$ cat src/rtl/seg7_display_pkg.sv
// seg7_display_pkg: shared scan states and the hex seven-segment font (a..g, bit 6 = a).
package seg7_display_pkg;

    typedef enum logic {BLANK, DRIVE} state_t;

    localparam logic [6:0] seg_font [16] = '{
        7'h7E, 7'h30, 7'h6D, 7'h79, 7'h33, 7'h5B, 7'h5F, 7'h70,
        7'h7F, 7'h7B, 7'h77, 7'h1F, 7'h4E, 7'h3D, 7'h4F, 7'h47
    };

    function automatic logic [6:0] hex_to_seg(input logic [3:0] nibble);
        return seg_font[nibble];
    endfunction

endpackage

$ cat src/rtl/seg7_digit_mux.sv
// seg7_digit_mux: picks the nibble and decimal point for one digit and renders its segments.
module seg7_digit_mux
    import seg7_display_pkg::*;
#(
    parameter int w_digit = 8,
    parameter int iw      = 3
) (
    input  logic [4*w_digit-1:0] i_value,
    input  logic [w_digit-1:0]   i_dp_mask,
    input  logic [iw-1:0]        i_idx,
    input  logic                 i_lz_blank,
    output logic [7:0]           o_seg
);
    logic [3:0] w_nibble;
    logic       w_lz;

    // A digit is a leading zero when it and every digit to its left are zero.
    always_comb begin
        w_nibble = i_value[4*i_idx +: 4];
        w_lz     = i_lz_blank && i_idx != '0 && (i_value >> {i_idx, 2'b00}) == '0;
        o_seg    = {w_lz ? 7'h00 : hex_to_seg(w_nibble), i_dp_mask[i_idx]};
    end

endmodule

$ cat src/rtl/seg7_counter_display.sv
// seg7_counter_display: double-buffered, time-multiplexed seven-segment driver.
// New values commit only at frame boundaries; each digit slot opens with a blanking gap.
module seg7_counter_display
    import seg7_display_pkg::*;
#(
    parameter int clk_mhz      = 50,
    parameter int w_digit      = 8,
    parameter int w_value      = 4 * w_digit,
    parameter int scan_period  = clk_mhz * 1000,
    parameter int blank_cycles = clk_mhz
) (
    input  logic               clk,
    input  logic               rst,
    input  logic [w_value-1:0] value,
    input  logic               value_valid,
    input  logic               lz_blank,
    input  logic [w_digit-1:0] dp_mask,
    output logic [7:0]         abcdefgh,
    output logic [w_digit-1:0] digit,
    output logic               frame_done
);
    localparam int IW = w_digit > 1 ? $clog2(w_digit) : 1;
    localparam int CW = scan_period > 1 ? $clog2(scan_period) : 1;
    localparam logic [IW-1:0]      LAST_IDX  = IW'(w_digit - 1);
    localparam logic [CW-1:0]      LAST_CNT  = CW'(scan_period - 1);
    localparam logic [CW-1:0]      BLANK_N   = CW'(blank_cycles);
    localparam logic [w_digit-1:0] ONE       = 1;
    localparam state_t             RST_STATE = blank_cycles > 0 ? BLANK : DRIVE;

    state_t             r_state, w_state_nxt;
    logic [CW-1:0]      r_cnt, w_cnt_nxt;
    logic [IW-1:0]      r_idx, w_idx_nxt;
    logic [w_value-1:0] r_staged, r_shown;
    logic               r_pending;
    logic               w_slot_end, w_frame_end;
    logic [7:0]         w_seg;

    seg7_digit_mux #(.w_digit(w_digit), .iw(IW)) u_mux (
        .i_value   (r_shown),
        .i_dp_mask (dp_mask),
        .i_idx     (r_idx),
        .i_lz_blank(lz_blank),
        .o_seg     (w_seg)
    );

    // The state tracks the slot counter so BLANK covers exactly the first blank_cycles of each slot.
    always_comb begin
        w_slot_end  = r_cnt == LAST_CNT;
        w_frame_end = w_slot_end && r_idx == LAST_IDX;
        w_cnt_nxt   = w_slot_end ? '0 : r_cnt + 1'b1;
        w_idx_nxt   = !w_slot_end ? r_idx : w_frame_end ? '0 : r_idx + 1'b1;
        w_state_nxt = w_cnt_nxt < BLANK_N ? BLANK : DRIVE;
    end

    // A strobe on the commit edge wins the staging slot and keeps pending set for the next frame.
    always_ff @(posedge clk) begin
        if (rst) begin
            r_state    <= RST_STATE;
            r_cnt      <= '0;
            r_idx      <= '0;
            r_staged   <= '0;
            r_shown    <= '0;
            r_pending  <= 1'b0;
            abcdefgh   <= '0;
            digit      <= '0;
            frame_done <= 1'b0;
        end else begin
            r_state    <= w_state_nxt;
            r_cnt      <= w_cnt_nxt;
            r_idx      <= w_idx_nxt;
            r_staged   <= value_valid ? value : r_staged;
            r_shown    <= w_frame_end && r_pending ? r_staged : r_shown;
            r_pending  <= value_valid || (r_pending && !w_frame_end);
            abcdefgh   <= r_state == DRIVE ? w_seg : '0;
            digit      <= r_state == DRIVE ? ONE << r_idx : '0;
            frame_done <= w_frame_end;
        end
    end

endmodule

$ cat config.mk
export PLATFORM = sky130hd
export DESIGN_NAME = seg7_counter_display
export DESIGN_NICKNAME = d
export VERILOG_FILES = /design/src/rtl/seg7_display_pkg.sv /design/src/rtl/seg7_digit_mux.sv /design/src/rtl/seg7_counter_display.sv
export SDC_FILE = /design/constraint.sdc
export NUM_CORES = 1
export LEC_CHECK = 0
export ABC_AREA = 1
export CORE_ASPECT_RATIO = 1.2
export CORE_MARGIN = 4
export CORE_UTILIZATION = 55
export CTS_BUF_LIST = sky130_fd_sc_hd__clkbuf_8
export CTS_CLUSTER_SIZE = 12
export DETAILED_ROUTE_END_ITERATION = 7
export PLACE_DENSITY = 0.79
export SLEW_MARGIN = 20
export SYNTH_ARGS = -nofsm -noshare
export SYNTH_HDL_FRONTEND = slang
export SYNTH_SLANG_ARGS = --single-unit
$ cat constraint.sdc
create_clock -name clk -period 4.7 [get_ports clk]
set_input_delay 1.41 -clock clk [delete_from_list [all_inputs] [get_ports clk]]
set_output_delay 1.41 -clock clk [all_outputs]
set_load 0.05 [all_outputs]
==> impl_metrics.tcl, run 1 <==
set metrics [dict create \
    status "finished clean" \
    cts_setup_buffers 0 \
    period_share_pct 62.0 \
    dp_slack_ps 1560 \
    antenna_found_initial 0 \
    cell_internal_pwr_w 0.00113 \
    seq_area_frac_synth_pct 41.9 \
    cp_top_family "buffers and inverters" \
    power_density_nw_per_um2 263 \
    grt_pass1_wl_um 18200 \
    min_path_type "flop to flop" \
    yosysWarnings 0 \
    arrival_ps 1500 \
    io_buffers 60 \
    clk_latency_ps 370 \
    drtIter0Drc 228 \
    fin_crit_ps 2910 \
    grt_overflow 0 \
    tightest_slew_ps 925 \
    cts.repair.resized 0 \
    grt_max_degree 60 \
    diodes 0 \
    cp_cell_sequence "clkdlybuf4s50_1" \
    clock.fmax_ghz 0.343 \
    cp-end-kind "output port" \
    fin_tns_setup_ps 0 \
    clockRootBuffer "clkbuf_8" \
    avgSynthCellArea_um2 6.77 \
    syn-instance-count 720 \
    drt_wl_total_um 10700 \
    drv_slew 0 \
    fin_area_um2 5660 \
    path_max_fanout 1 \
    synthTopCellsByCount "nand2_1, nor2_1, dfxtp_1" \
    dr.pass1.iters 5 \
    yosys-top-cells-area "dfxtp_1, nand2_1, nor2_1" \
    placed_area_um2 5480 \
    crit_required_ps 3290 \
    final_layout_size_suffix_gt1_share_pct 5.46 \
    grt_pass1_vias 4185 \
    path_buf_inv 1 \
    ant_nets 0 \
    synth_top_area_share_pct 41.9 \
    vias 4504 \
    remaining_drc_errors 0 \
    area_growth_pct 16.1 \
    yosys.area.top_type "dfxtp_1" \
    critPathMaxStageDelay_ps 800 \
    cts_sinks 102 \
    switching_share_pct 24.0 \
    wl_per_cell_um 12.1 \
    synth_edf_count 0 \
    die_w_um 93.9 \
    clkTransAtPathRegs_ps 100 \
    finalNetCount 820 \
    fin_ws_ps 1790 \
    viasPerCell 5.08 \
    io_pins 61 \
    rsz0062_at_grt "no" \
    cts_max_level 3 \
    max_slew_margin_pct 38.3 \
    fill_cells 843 \
    pwr-share-seq_pct 60.4 \
    cts_tree "done" \
    gp_congestion 0.952 \
    maxCapViolations 0 \
    hold_viol_final 0 \
    dp_hpwl_um 7850 \
    synthesis.nets 776 \
    ys_types 28 \
    postSynth.asyncResetShare_pct 0 \
    power.leakage_nw 2.44 \
    core-area_um2 8610 \
    crit_type "flop to output port" \
    start_kind "flop" \
    combPwrFrac_pct 6.2 \
    vdd_drop_max_v 0.000206 \
    initial_core_util_pct 56.6 \
    cts_hold_buf 0 \
    cts_buffer_depth 2 \
    rows 37 \
    ys_seq_elements 102 \
    track_usage_pct 21.2 \
    clockPowerShare_pct 33.4 \
    skew_ps 10.6 \
    slowest_stage "clkdlybuf4s50_1" \
    die_y_um 111 \
    yosysMostFrequentCell "nand2_1" \
    syn_area_um2 4870 \
    cts_buffers 9 \
    finalSetupViolCount 0 \
    p_sw_w 0.000357 \
    die_area_um2 10400 \
    synth_top_flop_cell "dfxtp_1" \
]
## through the flow
step / util, % / hold WS (ps) / cells / total power [W]
after floorplan: - / 430 / 720 / 0.000960
final: 65.7 / 477 / 886 / 0.00149
after detailed placement: 63.7 / 461 / 870 / 0.00101
after global routing: 65.7 / 509 / 886 / 0.00155
after global placement: 63.7 / 439 / 870 / 0.00101
after CTS: 65.7 / 478 / 886 / 0.00149
## tightest hold or removal path: stages (launching register included)
cell and delay (ps):
dfxtp_1 320, inv_1 60, a21oi_1 50
## layout by cell type (no fill, tap or decap), drive strengths merged
master / instances
nand2: 165
nor2: 149
dfxtp: 102
o21ai: 83
inv: 67
clkdlybuf4s50: 60
nand3: 54
a21oi: 42
ha: 12
clkbuf: 9
xor2: 5
buf: 5
clkinv: 4
nand4: 3
a211oi: 2
o22ai: 2
clkinvlp: 2
o21bai: 1
a21o: 1
xnor2: 1
## kinds of logic after synthesis
family                   synth area share, %
adder cells (fa/ha/maj)                 3.08
AO/OA/AOI/OAI                           13.8
flip-flops                              41.9
buffers and inverters                   8.60
XOR/XNOR                                1.08
AND/OR/NAND/NOR                         31.5
## cell type report
| type | count | area (µm²) | area share [%] |
|---|---|---|---|
| multi-input cells | 520 | 2410 | 42.6 |
| flip-flops and latches | 102 | 2040 | 36.1 |
| repair buffers | 65 | 638 | 11.3 |
| inverters | 66 | 248 | 4.38 |
| well taps | 117 | 146 | 2.59 |
| clock buffers | 9 | 124 | 2.19 |
| clock inverters | 7 | 47.5 | 0.841 |
## power groups by stage
stage                     Combinational [W]  Sequential, W  Clock (W)
after floorplan                   0.0000468       0.000913          0
after global placement            0.0000902       0.000915          0
after detailed placement          0.0000930       0.000916          0
after CTS                         0.0000935       0.000896   0.000505
after global routing               0.000105       0.000900   0.000547
final                             0.0000924       0.000897   0.000496
## per-layer routing
layer / GRT usage (%) / wire length, µm / vias to the layer above
met5: 0 / 0 / -
met4: 5.78 / 177 / 0
li1: - / - / 2376
met3: 4.34 / 531 / 16
met2: 37.5 / 5370 / 117
met1: 25.7 / 4630 / 1995
## sequential cells by signal, summed over array words and instances (netlist names)
| name | count |
|---|---|
| r_shown | 32 |
| r_staged | 32 |
| r_cnt | 16 |
| abcdefgh | 8 |
| digit | 8 |
| r_idx | 3 |
| frame_done | 1 |
| r_pending | 1 |
| r_state | 1 |
## path summary, 6_finish.rpt
kind | start | end | slack (ps) | cells past startpoint
hold / removal | r_shown[7] | r_shown[7] | 480 | 2
hold reg to reg | r_shown[7] | r_shown[7] | 480 | 2
setup reg to reg | r_idx[0] | abcdefgh[7] | 1830 | 16
setup / recovery | frame_done | frame_done | 1790 | 1
Power figures use the tool's default switching activity.
==> run 2: changes to the inputs <==
--- a/config.mk
+++ b/config.mk
@@ -8,11 +8,11 @@
 export ABC_AREA = 1
 export CORE_ASPECT_RATIO = 1.2
 export CORE_MARGIN = 4
-export CORE_UTILIZATION = 55
+export CORE_UTILIZATION = 52
 export CTS_BUF_LIST = sky130_fd_sc_hd__clkbuf_8
 export CTS_CLUSTER_SIZE = 12
 export DETAILED_ROUTE_END_ITERATION = 7
-export PLACE_DENSITY = 0.79
+export PLACE_DENSITY = 0.78
 export SLEW_MARGIN = 20
 export SYNTH_ARGS = -nofsm -noshare
 export SYNTH_HDL_FRONTEND = slang
==> constraint.sdc (replaced) <==
create_clock -name clk -period 2.4 [get_ports clk]
set_input_delay 0.72 -clock clk [delete_from_list [all_inputs] [get_ports clk]]
set_output_delay 0.72 -clock clk [all_outputs]
set_load 0.05 [all_outputs]
==> run 2 against run 1 <==
Via count increased by 1.0%. Count of clock-buffer cells in the layout unchanged. Worst setup slack got worse by 1600 ps. Global-route usage increased by 0.76 points. Cell area increased by 2.9%. Cell count increased by 1.5%. Critical path type unchanged.
==> impl_metrics.tcl, run 2 (synthesis gave the netlist of run 1 again) <==
set metrics [dict create \
    grt_pass1_wl_um 19100 \
    reg2reg_from "r_idx[0]" \
    antenna_found_initial 0 \
    fin_tns_setup_ps 0 \
    critPathMaxStageDelay_ps 800 \
    cts_buffers 9 \
    skew_ps 16.8 \
    tightest_slew_ps 507 \
    cts_sinks 102 \
    cp_cell_sequence "clkdlybuf4s50_1" \
    die_area_um2 11000 \
    rows 38 \
    arrival_ps 1490 \
    drv_slew 0 \
    cp-end-kind "output port" \
    core-area_um2 9080 \
    rsz0062_at_grt "no" \
    fin_cells 899 \
    cp_top_family "buffers and inverters" \
    die_w_um 96.4 \
    min_path_type "flop to flop" \
    final_common_cell "nand2_1" \
    path_buf_inv 1 \
    grt_overflow 0 \
    grt_pass1_vias 4223 \
    cts_max_level 3 \
    hold_viol_final 0 \
    fill_cells 869 \
    maxCapViolations 0 \
    period_share_pct 92.2 \
    dr.pass1.iters 4 \
    diodes 0 \
    cts_buffer_depth 2 \
    fin_crit_ps 2210 \
    min_from "r_cnt[0]" \
    reg.largest.list "r_shown x32, r_staged x32, r_cnt x16" \
    grt_max_degree 68 \
    vdd_drop_max_v 0.000423 \
    clkTransAtPathRegs_ps 100 \
    drt_wl_total_um 11300 \
    vias 4551 \
    viasPerCell 5.06 \
    cts_setup_buffers 0 \
    placed_area_um2 5600 \
    io_pins 61 \
    remaining_drc_errors 0 \
    crit_type "flop to output port" \
    cts.repair.resized 0 \
    slowest_stage "clkdlybuf4s50_1" \
    path_max_fanout 1 \
    ant_nets 0 \
    initial_core_util_pct 53.6 \
    track_usage_pct 22.0 \
    wl_per_cell_um 12.6 \
    crit_required_ps 1680 \
    fin_area_um2 5820 \
    layout_common_cells "nand2_1, nor2_1, dfxtp_1" \
    dpl.cell_count 885 \
    gp_congestion 0.875 \
    finalNetCount 832 \
    cts_tree "done" \
    whs_ps 478 \
    cts_hold_buf 0 \
    finalSetupViolCount 0 \
    start_kind "flop" \
    status "finished clean" \
    power_density_nw_per_um2 532 \
    dp_hpwl_um 8620 \
    clock.fmax_ghz 0.452 \
    clockRootBuffer "clkbuf_8" \
    io_buffers 60 \
    drtIter0Drc 181 \
    area_growth_pct 19.5 \
    power.leakage_nw 2.53 \
    final_layout_size_suffix_gt1_share_pct 6.80 \
    clk_latency_ps 370 \
    die_y_um 114 \
    crit_path_start "abcdefgh[5]" \
    max_slew_margin_pct 66.1 \
]
==> run 2: cell type report <==
class	count	area, µm²	share of cell area, %
clock inverters	5	85.1	1.46
multi-input cells	520	2410	41.4
flip-flops and latches	102	2040	35.1
well taps	120	150	2.58
repair buffers	77	757	13.0
inverters	66	250	4.30
clock buffers	9	124	2.13
==> run 2: metal layers <==
| layer | vias to the layer above | part of all wire [%] | global-route usage, % |
|---|---|---|---|
| met3 | 24 | 4.3 | 4.55 |
| met4 | 0 | 2.7 | 8.98 |
| li1 | 2394 | - | - |
| met5 | - | 0 | 0 |
| met1 | 2030 | 44 | 27.1 |
| met2 | 103 | 49 | 36.8 |
==> run 2: final timing paths <==
| path | end | slack (ps) | depth (start not counted) |
|---|---|---|---|
| max | abcdefgh[5] | 190 | 1 |
| min | r_cnt[0] | 480 | 1 |
| max reg2reg | abcdefgh[5] | 270 | 16 |
| min reg2reg | r_cnt[0] | 480 | 1 |
==> run 2: stage by stage <==
| step | setup WS [ps] | utilization (%) | power, W |
|---|---|---|---|
| final | 187 | 64.1 | 0.00310 |
| after global placement | 316 | 61.7 | 0.00197 |
| after global routing | 13.3 | 64.1 | 0.00324 |
| after floorplan | 218 | - | 0.00188 |
| after detailed placement | 223 | 61.7 | 0.00198 |
| after CTS | 151 | 64.0 | 0.00313 |
==> run 2: power by group <==
| part | internal, W | total, W | switching (W) | leakage, nW |
|---|---|---|---|---|
| Clock | 0.000581 | 0.00115 | 0.000573 | 0.102 |
| Sequential | 0.00173 | 0.00175 | 0.0000211 | 0.831 |
| Combinational | 0.000101 | 0.000187 | 0.0000856 | 1.60 |
==> run 3: changes to the inputs <==
--- a/config.mk
+++ b/config.mk
@@ -12,8 +12,8 @@
 export CTS_BUF_LIST = sky130_fd_sc_hd__clkbuf_8
 export CTS_CLUSTER_SIZE = 12
 export DETAILED_ROUTE_END_ITERATION = 7
+export HOLD_SLACK_MARGIN = 0.02
 export PLACE_DENSITY = 0.78
-export SLEW_MARGIN = 20
 export SYNTH_ARGS = -nofsm -noshare
 export SYNTH_HDL_FRONTEND = slang
 export SYNTH_SLANG_ARGS = --single-unit
==> results of run 3 <==
The final DEF is identical to that of run 2; final timing and power are the same.
